===== src/rtl/dac_pkg.sv =====
// dac_pkg -- shared definitions for the DAC waveform generator.
//   CODE_W_DEFAULT : default DAC code width (DAC7611 is a 12-bit part)
//   CODE_MAX       : full-scale code at the default width
//   mode_t         : waveform select encoding used on the mode port
//   dir_t          : triangle sweep direction
package dac_pkg;

    localparam int CODE_W_DEFAULT = 12;
    localparam logic [CODE_W_DEFAULT-1:0] CODE_MAX = {CODE_W_DEFAULT{1'b1}};

    typedef enum logic [1:0] {
        MODE_SAW   = 2'd0,
        MODE_TRI   = 2'd1,
        MODE_SQR   = 2'd2,
        MODE_CONST = 2'd3
    } mode_t;

    typedef enum logic {
        DIR_UP   = 1'b0,
        DIR_DOWN = 1'b1
    } dir_t;

endpackage


===== src/rtl/dac_tick_div.sv =====
// dac_tick_div -- programmable sample-rate divider.
//   clk      : clock, rising edge
//   rst_n    : synchronous active-low reset
//   clear    : synchronous clear (generator disabled); also masks tick
//   rate_div : terminal count; tick period is rate_div+1 cycles
//   tick     : high in the cycle the count equals rate_div
module dac_tick_div #(
    parameter int DIV_W = 16
) (
    input  logic             clk,
    input  logic             rst_n,
    input  logic             clear,
    input  logic [DIV_W-1:0] rate_div,
    output logic             tick
);

    logic [DIV_W-1:0] count_reg;
    logic [DIV_W-1:0] count_next;

    assign tick = !clear && (count_reg == rate_div);

    // Using >= rather than == lets the counter recover immediately if
    // rate_div is lowered below the current count on the fly.
    always_comb begin
        count_next = count_reg + DIV_W'(1);
        if (count_reg >= rate_div) begin
            count_next = '0;
        end
    end

    always_ff @(posedge clk) begin
        if (!rst_n) begin
            count_reg <= '0;
        end else if (clear) begin
            count_reg <= '0;
        end else begin
            count_reg <= count_next;
        end
    end

endmodule


===== src/rtl/dac_wave_gen.sv =====
// dac_wave_gen -- waveform sample generator feeding a DAC serial driver.
//   clk_X4       : single clock, rising edge
//   rst_n        : synchronous active-low reset, highest priority
//   enable       : high runs the generator; low clears it synchronously
//   mode         : 0 saw, 1 triangle, 2 square, 3 constant
//   step         : phase increment per sample
//   rate_div     : sample period is rate_div+1 cycles
//   const_code   : output code in constant mode
//   sample_code  : code offered downstream, stable while sample_valid
//   sample_valid : valid half of the valid/ready handshake
//   sample_ready : downstream accepts when high together with sample_valid
//   wrap         : one-cycle pulse with the load of a post-wrap sample
//   overrun      : sticky, set when a tick finds the previous sample unsent
module dac_wave_gen
    import dac_pkg::*;
#(
    parameter int CODE_W = CODE_W_DEFAULT,
    parameter int DIV_W  = 16
) (
    input  logic              clk_X4,
    input  logic              rst_n,
    input  logic              enable,
    input  logic [1:0]        mode,
    input  logic [CODE_W-1:0] step,
    input  logic [DIV_W-1:0]  rate_div,
    input  logic [CODE_W-1:0] const_code,
    output logic [CODE_W-1:0] sample_code,
    output logic              sample_valid,
    input  logic              sample_ready,
    output logic              wrap,
    output logic              overrun
);

    localparam logic [CODE_W-1:0] CODE_ALL_ONES = {CODE_W{1'b1}};

    logic              tick;
    logic              div_clear;
    logic              load;
    logic              transfer;
    logic              drop;

    logic [CODE_W-1:0] phase_reg,        phase_next;
    dir_t              dir_reg,          dir_next;
    logic              wrapped_reg,      wrapped_next;
    logic [CODE_W-1:0] sample_code_reg,  sample_code_next;
    logic              sample_valid_reg, sample_valid_next;
    logic              wrap_reg,         wrap_next;
    logic              overrun_reg,      overrun_next;

    logic [CODE_W:0]   phase_sum;
    logic [CODE_W-1:0] sqr_code;

    assign div_clear = !enable;

    dac_tick_div #(
        .DIV_W (DIV_W)
    ) u_tick_div (
        .clk      (clk_X4),
        .rst_n    (rst_n),
        .clear    (div_clear),
        .rate_div (rate_div),
        .tick     (tick)
    );

    // Handshake decode; everything below is registered so sample_ready
    // never reaches sample_code combinationally.
    assign transfer = sample_valid_reg && sample_ready;
    assign load     = tick && (!sample_valid_reg || sample_ready);
    assign drop     = tick && sample_valid_reg && !sample_ready;

    // Extra bit catches the carry out of the MSB (saw/square wrap,
    // triangle overshoot past full scale).
    assign phase_sum = {1'b0, phase_reg} + {1'b0, step};

    // Square output: every bit follows the phase MSB (full scale or zero).
    genvar gi;
    generate
        for (gi = 0; gi < CODE_W; gi++) begin : g_sqr
            assign sqr_code[gi] = phase_reg[CODE_W-1];
        end
    endgenerate

    // wrapped_reg marks that the current phase was produced by a wrap.
    // The wrap pulse is emitted when that phase is actually presented,
    // so it lines up with the first code of the new period.
    always_comb begin
        phase_next        = phase_reg;
        dir_next          = dir_reg;
        wrapped_next      = wrapped_reg;
        sample_code_next  = sample_code_reg;
        sample_valid_next = sample_valid_reg;
        wrap_next         = 1'b0;
        overrun_next      = overrun_reg;

        if (load) begin
            sample_valid_next = 1'b1;
            case (mode_t'(mode))
                MODE_SAW: begin
                    sample_code_next = phase_reg;
                    wrap_next        = wrapped_reg;
                    phase_next       = phase_sum[CODE_W-1:0];
                    wrapped_next     = phase_sum[CODE_W];
                end
                MODE_SQR: begin
                    sample_code_next = sqr_code;
                    wrap_next        = wrapped_reg;
                    phase_next       = phase_sum[CODE_W-1:0];
                    wrapped_next     = phase_sum[CODE_W];
                end
                MODE_TRI: begin
                    sample_code_next = phase_reg;
                    wrap_next        = wrapped_reg;
                    if (dir_reg == DIR_UP) begin
                        wrapped_next = 1'b0;
                        if (phase_sum[CODE_W]) begin
                            phase_next = CODE_ALL_ONES;
                            dir_next   = DIR_DOWN;
                        end else begin
                            phase_next = phase_sum[CODE_W-1:0];
                        end
                    end else begin
                        if (phase_reg < step) begin
                            phase_next   = '0;
                            dir_next     = DIR_UP;
                            wrapped_next = 1'b1;
                        end else begin
                            phase_next   = phase_reg - step;
                            wrapped_next = 1'b0;
                        end
                    end
                end
                default: begin
                    // Constant: phase and any pending wrap are left alone.
                    sample_code_next = const_code;
                end
            endcase
        end else if (transfer) begin
            sample_valid_next = 1'b0;
        end

        if (drop) begin
            overrun_next = 1'b1;
        end
    end

    always_ff @(posedge clk_X4) begin
        if (!rst_n) begin
            phase_reg        <= '0;
            dir_reg          <= DIR_UP;
            wrapped_reg      <= 1'b0;
            sample_code_reg  <= '0;
            sample_valid_reg <= 1'b0;
            wrap_reg         <= 1'b0;
            overrun_reg      <= 1'b0;
        end else if (!enable) begin
            // sample_code is left as-is; it is meaningless while invalid.
            phase_reg        <= '0;
            dir_reg          <= DIR_UP;
            wrapped_reg      <= 1'b0;
            sample_valid_reg <= 1'b0;
            wrap_reg         <= 1'b0;
            overrun_reg      <= 1'b0;
        end else begin
            phase_reg        <= phase_next;
            dir_reg          <= dir_next;
            wrapped_reg      <= wrapped_next;
            sample_code_reg  <= sample_code_next;
            sample_valid_reg <= sample_valid_next;
            wrap_reg         <= wrap_next;
            overrun_reg      <= overrun_next;
        end
    end

    assign sample_code  = sample_code_reg;
    assign sample_valid = sample_valid_reg;
    assign wrap         = wrap_reg;
    assign overrun      = overrun_reg;

endmodule


===== config.mk =====
export PLATFORM = sky130hd
export DESIGN_NAME = dac_wave_gen
export DESIGN_NICKNAME = d
export VERILOG_FILES = /design/src/rtl/dac_pkg.sv /design/src/rtl/dac_tick_div.sv /design/src/rtl/dac_wave_gen.sv
export SDC_FILE = /design/constraint.sdc
export NUM_CORES = 1
export LEC_CHECK = 0
export BUFFER_PORTS_ARGS = -buffer_cell sky130_fd_sc_hd__buf_4
export CORE_AREA = 2 2 98 100
export CTS_BUF_LIST = sky130_fd_sc_hd__clkbuf_4
export CTS_CLUSTER_SIZE = 25
export DETAILED_ROUTE_END_ITERATION = 7
export DIE_AREA = 0 0 100 102
export PLACE_DENSITY_LB_ADDON = 0.15
export SLEW_MARGIN = 0
export SYNTH_ARGS = -nofsm -noshare
export SYNTH_HDL_FRONTEND = slang
export SYNTH_SLANG_ARGS = --single-unit

===== constraint.sdc =====
create_clock -name clk_X4 -period 5.3 [get_ports clk_X4]
set_clock_uncertainty 0.15 [all_clocks]
set_input_delay 1.06 -clock clk_X4 [delete_from_list [all_inputs] [get_ports clk_X4]]
set_output_delay 1.06 -clock clk_X4 [all_outputs]
set_load 0.03 [all_outputs]

==> results.sh, run 1 <==
export IMPL_first_pass_iters=4
export IMPL_crit_type="in2reg"
export IMPL_setup_worst_path_end_class="flop"
export IMPL_fill_cells=954
export IMPL_drv_slew=0
export IMPL_avgViaCountPerCell=5.344
export IMPL_antenna_left=0
export IMPL_worstHoldPathType="reg2reg"
export IMPL_vias=3313
export IMPL_r2r_start="u_tick_div.count_reg[0]"
export IMPL_ys_seq_elements=45
export IMPL_synth_edff_count=0
export IMPL_pwr_density_cell_nw_per_um2=159.5
export IMPL_nNetsFinal=597
export IMPL_yosys_warnings=0
export IMPL_min_path_cells=2
export IMPL_fin_setup_tns_ns=0
export IMPL_timing_final_crit_share_pct=62.51
export IMPL_first_global_vias=3178
export IMPL_path_clk_slew_ns=0.13
export IMPL_port_buffer_count=60
export IMPL_htreeDepth=2
export IMPL_place_gp_congestion=0.8687
export IMPL_syn_to_final_growth_pct=16.13
export IMPL_synthFlopType="dfxtp_1"
export IMPL_clockPowerShare_pct=32.6
export IMPL_drive_gt1_share_pct=14.54
export IMPL_remaining_drc_errors=0
export IMPL_n_antenna_cell=0
export IMPL_ios=61
export IMPL_utilization_pct=44.70
export IMPL_grt_max_degree=27
export IMPL_tightest_slew_ns=0.8266
export IMPL_pwr_share_comb_pct=15.1
export IMPL_clkLatencyLatePin_ns=0.35
export IMPL_wl_per_cell_um=14.35
export IMPL_wirelength_um=8895
export IMPL_synth_seq_area_share_pct=25.70
export IMPL_regArea_um2=900.9
export IMPL_cts_tree="done"
export IMPL_synth_cell_types=53
export IMPL_cts_made_buffers=5
export IMPL_synthCells=462
export IMPL_hold_viol_final=0
export IMPL_grt_setup_unrepaired="no"
export IMPL_fmax_ghz=0.3018
export IMPL_coreArea_um2=9109
export IMPL_crit_required_ns=5.40
export IMPL_syn_area_per_cell_um2=7.588
export IMPL_status="completed"
export IMPL_p_leak_nw=1.894
export IMPL_ir_worst_vdd_mv=0.08875
export IMPL_cts_sinks=45
export IMPL_multiInputGateArea_um2=2326
export IMPL_place_hpwl_um=6944
export IMPL_setup_viol=0
export IMPL_die_w_um=100
export IMPL_start_util_pct=38.49
export IMPL_root_buffer="clkbuf_4"
export IMPL_num_rows=35
export IMPL_synth_area_um2=3506
export IMPL_final_cells=620
export IMPL_die_area_um2=10200
export IMPL_crit_fanout=13
export IMPL_hold_end="wrap"
export IMPL_grt_pass1_wl_um=14740
export IMPL_die_h_um=102
export IMPL_antenna_found_initial=0
export IMPL_dp_slack_ns=1.645
export IMPL_min_from="wrapped_reg"
export IMPL_synth_fp_nets=551
export IMPL_relSlewSlack_pct=44.69
export IMPL_swShare_pct=24.95
export IMPL_r2r_end="phase_reg[3]"
export IMPL_r2r_slack_ns=2.37
export IMPL_cts_hold_buf=0
export IMPL_cts_resized=0
export IMPL_p_int_mw=0.4874
export IMPL_synthArstFlopShare_pct=0
export IMPL_p_sw_mw=0.1620
export IMPL_post_cts_setup_buffers=0
export IMPL_worst_endpoint_arrival_ns=3.41
export IMPL_worst_slack_ns=1.987
export IMPL_grt_overflow_total=0
export IMPL_track_usage_pct=17.62
export IMPL_drt_iter0_drc=188
export IMPL_dp_cells=612
export IMPL_start_kind="input port"
export IMPL_period_needed_ns=3.313
export IMPL_largest_reg_flops=16
export IMPL_r2r_cells=8
export IMPL_pwr_share_seq_pct=52.3
export IMPL_cts_buffer_depth=2
export IMPL_maxCapViolations=0
-- cell usage in the layout, fill, tap and decap left out, types with 5 or more instances in the layout --
cell type and instances:
buf_4 61, nor2_1 47, inv_1 45, nand2_1 45
dfxtp_1 45, o21ai_0 42, ha_1 41, a21oi_1 34
xnor2_1 16, nand3_1 15, xor2_1 13, nand4_1 9
a31oi_1 8, a21o_1 7, and3_1 7, a221oi_1 6
clkbuf_4 6, nor3_1 5, o221ai_1 5
-- synth_stat cells (8+ instances only) --
cell     number  area share (%)
a21oi_1      34             4.9
a31oi_1       8             1.4
buf_2         9             1.3
dfxtp_1      45              26
ha_1         41              15
inv_1        45             4.8
nand2_1      45             4.8
nand3_1      15             2.1
nand4_1       9             1.6
nor2_1       47             5.0
o21ai_0      42             6.0
xnor2_1      16             4.0
xor2_1       13             3.2
-- stage by stage --
stage	hold slack (ns)	area (um^2)	power, mW
6_report	0.3193	4071	0.6494
2_1_floorplan	0.2601	3506	0.4056
5_1_grt	0.3452	4071	0.6813
4_1_cts	0.3086	4071	0.6548
3_5_place_dp	0.2884	3993	0.4449
3_3_place_gp	0.2941	3993	0.4439
-- power groups by stage --
stage               registers [mW]  clock network (mW)  logic (mW)
finish                       0.340               0.212      0.0977
global route                 0.340               0.231       0.110
CTS                          0.340               0.217      0.0982
detailed placement           0.347                   0      0.0976
global placement             0.347                   0      0.0966
floorplan                    0.347                   0      0.0585
-- cell type report --
type / count / area share, %
Multi-Input combinational cell: 350 / 57.13
Sequential cell: 45 / 22.13
Timing Repair Buffer: 61 / 11.25
Inverter: 45 / 4.149
Tap cell: 111 / 3.411
Clock buffer: 6 / 1.106
Clock inverter: 2 / 0.8297
-- worst max-delay path by stage --
stage	endpoint	slack [ns]	start
CTS	phase_reg[3]	2.04	rate_div[7]
finish	phase_reg[3]	1.99	rate_div[7]
floorplan	phase_reg[3]	2.13	step[0]
global placement	phase_reg[3]	1.68	step[0]
global route	phase_reg[4]	1.79	rate_div[5]
detailed placement	phase_reg[3]	1.65	rate_div[5]
-- layer usage --
metal  GRT usage (%)  wire length, um
met5               0                0
met2           32.07             4433
met3           2.120              269
met4           4.320              120
met1           22.27             4071
-- cell families (layout without fill, tap and decap cells) --
kind of cell | Yosys count | count (layout) | share of synthesized area [%]
buffers and inverters | 67 | 114 | 7.959
DFF | 45 | 45 | 25.70
AOI/OAI and AO/OA | 130 | 130 | 23.63
and+or+nand+nor | 147 | 147 | 19.41
adders and majority gates | 43 | 43 | 15.77
xor gates and xnor gates | 29 | 29 | 7.245
muxes | 1 | 1 | 0.2855
-- worst max-delay path, cell delays in order --
cell and delay, ns:
buf_4 0.07, inv_1 0.03, ha_1 0.29, nand4_1 0.14
or4_1 0.72, nor3b_4 0.55, o31ai_2 0.21, a221oi_1 0.27
nor2_1 0.06
Power figures use the tool's default switching activity.
==> inputs of run 2 (changes only) <==
==> constraint.sdc (replaced) <==
create_clock -name clk_X4 -period 3.1 [get_ports clk_X4]
set_clock_uncertainty 0.15 [all_clocks]
set_input_delay 0.62 -clock clk_X4 [delete_from_list [all_inputs] [get_ports clk_X4]]
set_output_delay 0.62 -clock clk_X4 [all_outputs]
set_load 0.03 [all_outputs]
==> results.sh, run 2 (synthesized netlist as in run 1, its figures left out) <==
export IMPL_status="completed"
export IMPL_syn_to_final_growth_pct=19.34
export IMPL_tightest_slew_ns=0.5641
export IMPL_r2r_cells=11
export IMPL_num_rows=35
export IMPL_htreeDepth=2
export IMPL_worst_endpoint_arrival_ns=2.77
export IMPL_track_usage_pct=18.68
export IMPL_final_cells=635
export IMPL_antenna_left=0
export IMPL_cp_endpoint="phase_reg[5]"
export IMPL_place_hpwl_um=7475
export IMPL_avgViaCountPerCell=5.394
export IMPL_r2r_end="phase_reg[5]"
export IMPL_antenna_found_initial=0
export IMPL_start_util_pct=38.49
export IMPL_cp_cell_sequence="inv_1, ha_1, inv_1, fa_1, a21o_1, a221oi_2, nor2_1, a31oi_4, nor2_2, a221oi_1, nor2_1"
export IMPL_fin_setup_tns_ns=0
export IMPL_startpoint="phase_reg[0]"
export IMPL_drv_slew=0
export IMPL_period_needed_ns=2.665
export IMPL_post_cts_setup_buffers=0
export IMPL_die_area_um2=10200
export IMPL_grt_pass1_wl_um=15480
export IMPL_crit_required_ns=3.21
export IMPL_largest_reg_flops=16
export IMPL_root_buffer="clkbuf_4"
export IMPL_hold_viol_final=0
export IMPL_place_gp_congestion=0.8903
export IMPL_r2r_slack_ns=0.43
export IMPL_cts_buffer_depth=2
export IMPL_cts_sinks=45
export IMPL_clkLatencyLatePin_ns=0.36
export IMPL_nNetsFinal=612
export IMPL_slowest_stage="fa_1"
export IMPL_r2r_start="phase_reg[0]"
export IMPL_wl_per_cell_um=14.85
export IMPL_fin_area_um2=4184
export IMPL_wirelength_um=9429
export IMPL_first_pass_iters=5
export IMPL_vias=3425
export IMPL_ir_worst_vdd_mv=0.1704
export IMPL_drive_gt1_share_pct=16.98
export IMPL_ios=61
export IMPL_relSlewSlack_pct=61.42
export IMPL_cts_resized=0
export IMPL_cts_hold_buf=0
export IMPL_start_kind="flop"
export IMPL_crit_type="reg2reg"
export IMPL_timing_final_crit_share_pct=85.98
export IMPL_cts_made_buffers=5
export IMPL_final_cell_mix="buf_4 (76), nor2_1 (47), inv_1 (45), nand2_1 (45), dfxtp_1 (45)"
export IMPL_crit_fanout=8
export IMPL_postPlaceCellArea_um2=4105
export IMPL_remaining_drc_errors=0
export IMPL_cts_tree="done"
export IMPL_grt_setup_unrepaired="no"
export IMPL_coreArea_um2=9109
export IMPL_maxCapViolations=0
export IMPL_drt_iter0_drc=212
export IMPL_path_clk_slew_ns=0.14
export IMPL_slowest_delay_ns=0.41
export IMPL_worstHoldPathType="reg2reg"
export IMPL_pwr_density_cell_nw_per_um2=268.1
export IMPL_p_leak_nw=1.969
export IMPL_port_buffer_count=60
export IMPL_die_h_um=102
export IMPL_first_global_vias=3286
export IMPL_grt_max_degree=27
export IMPL_fmax_ghz=0.3752
export IMPL_dp_cells=627
export IMPL_final_common_cell="buf_4"
export IMPL_setup_worst_path_end_class="flop"
export IMPL_setup_viol=0
export IMPL_grt_overflow_total=0
export IMPL_n_antenna_cell=0
export IMPL_die_w_um=100
## run 2: cell count changes in the layout (fill, tap and decap cells not counted), sizes merged
cell / before / now
buf: 61 / 76
## run 2: layout make-up
| class | count | area, um^2 |
|---|---|---|
| multi-input combinational | 350 | 2326 |
| tap | 111 | 138.9 |
| timing repair buffer | 76 | 570.5 |
| clock inverter | 2 | 33.78 |
| inverter | 45 | 168.9 |
| fill | 919 | 4925 |
| clock buffer | 6 | 45.04 |
| sequential | 45 | 900.9 |
## run 2: report_power, final
| part | internal, mW | switching [mW] | total, mW | leakage (nW) |
|---|---|---|---|---|
| clock | 0.177 | 0.190 | 0.366 | 0.0433 |
| sequential | 0.580 | 0.00149 | 0.581 | 0.363 |
| combinational | 0.0814 | 0.0928 | 0.174 | 1.56 |
| total | 0.838 | 0.284 | 1.12 | 1.97 |
## run 2: layer usage
metal	vias up	global-route usage, %	share of wire (%)	routed length [um]
li1	1727	-	-	-
met1	1570	23.66	45	4200
met2	112	32.74	48	4561
met3	16	2.531	4.8	457
met4	0	6.533	2.2	210
met5	-	0	0	0
## run 2: worst max-delay path, delay by kind of cell, from the launching register on
kind / cells / cell delay (ns)
AO/OA/AOI/OAI: 4 / 1.03
adder cells (fa/ha/maj): 2 / 0.56
flip-flops: 1 / 0.38
AND/OR/NAND/NOR: 3 / 0.33
buffers and inverters: 2 / 0.12
## run 2: metrics by stage
| stage | setup slack (ns) | utilization (%) | power, mW | hold slack [ns] |
|---|---|---|---|---|
| 2_1_floorplan | 0.3734 | - | 0.6935 | 0.2601 |
| 3_3_place_gp | 0.06824 | 45.07 | 0.7653 | 0.2801 |
| 3_5_place_dp | 0.1582 | 45.07 | 0.7676 | 0.2757 |
| 4_1_cts | 0.4346 | 45.93 | 1.134 | 0.2922 |
| 5_1_grt | 0.1905 | 45.93 | 1.179 | 0.3175 |
| 6_report | 0.4345 | 45.93 | 1.122 | 0.3017 |
## run 2: worst min-delay path by stage
| stage | slack (ns) | end | start | depth (start not counted) |
|---|---|---|---|---|
| floorplan | 0.26 | wrap | wrapped_reg | 2 |
| detailed placement | 0.28 | wrap | wrapped_reg | 2 |
| finish | 0.30 | wrap | wrapped_reg | 2 |
| global route | 0.32 | wrap | wrapped_reg | 2 |
| CTS | 0.29 | wrap | wrapped_reg | 2 |
| global placement | 0.28 | wrap | wrapped_reg | 2 |
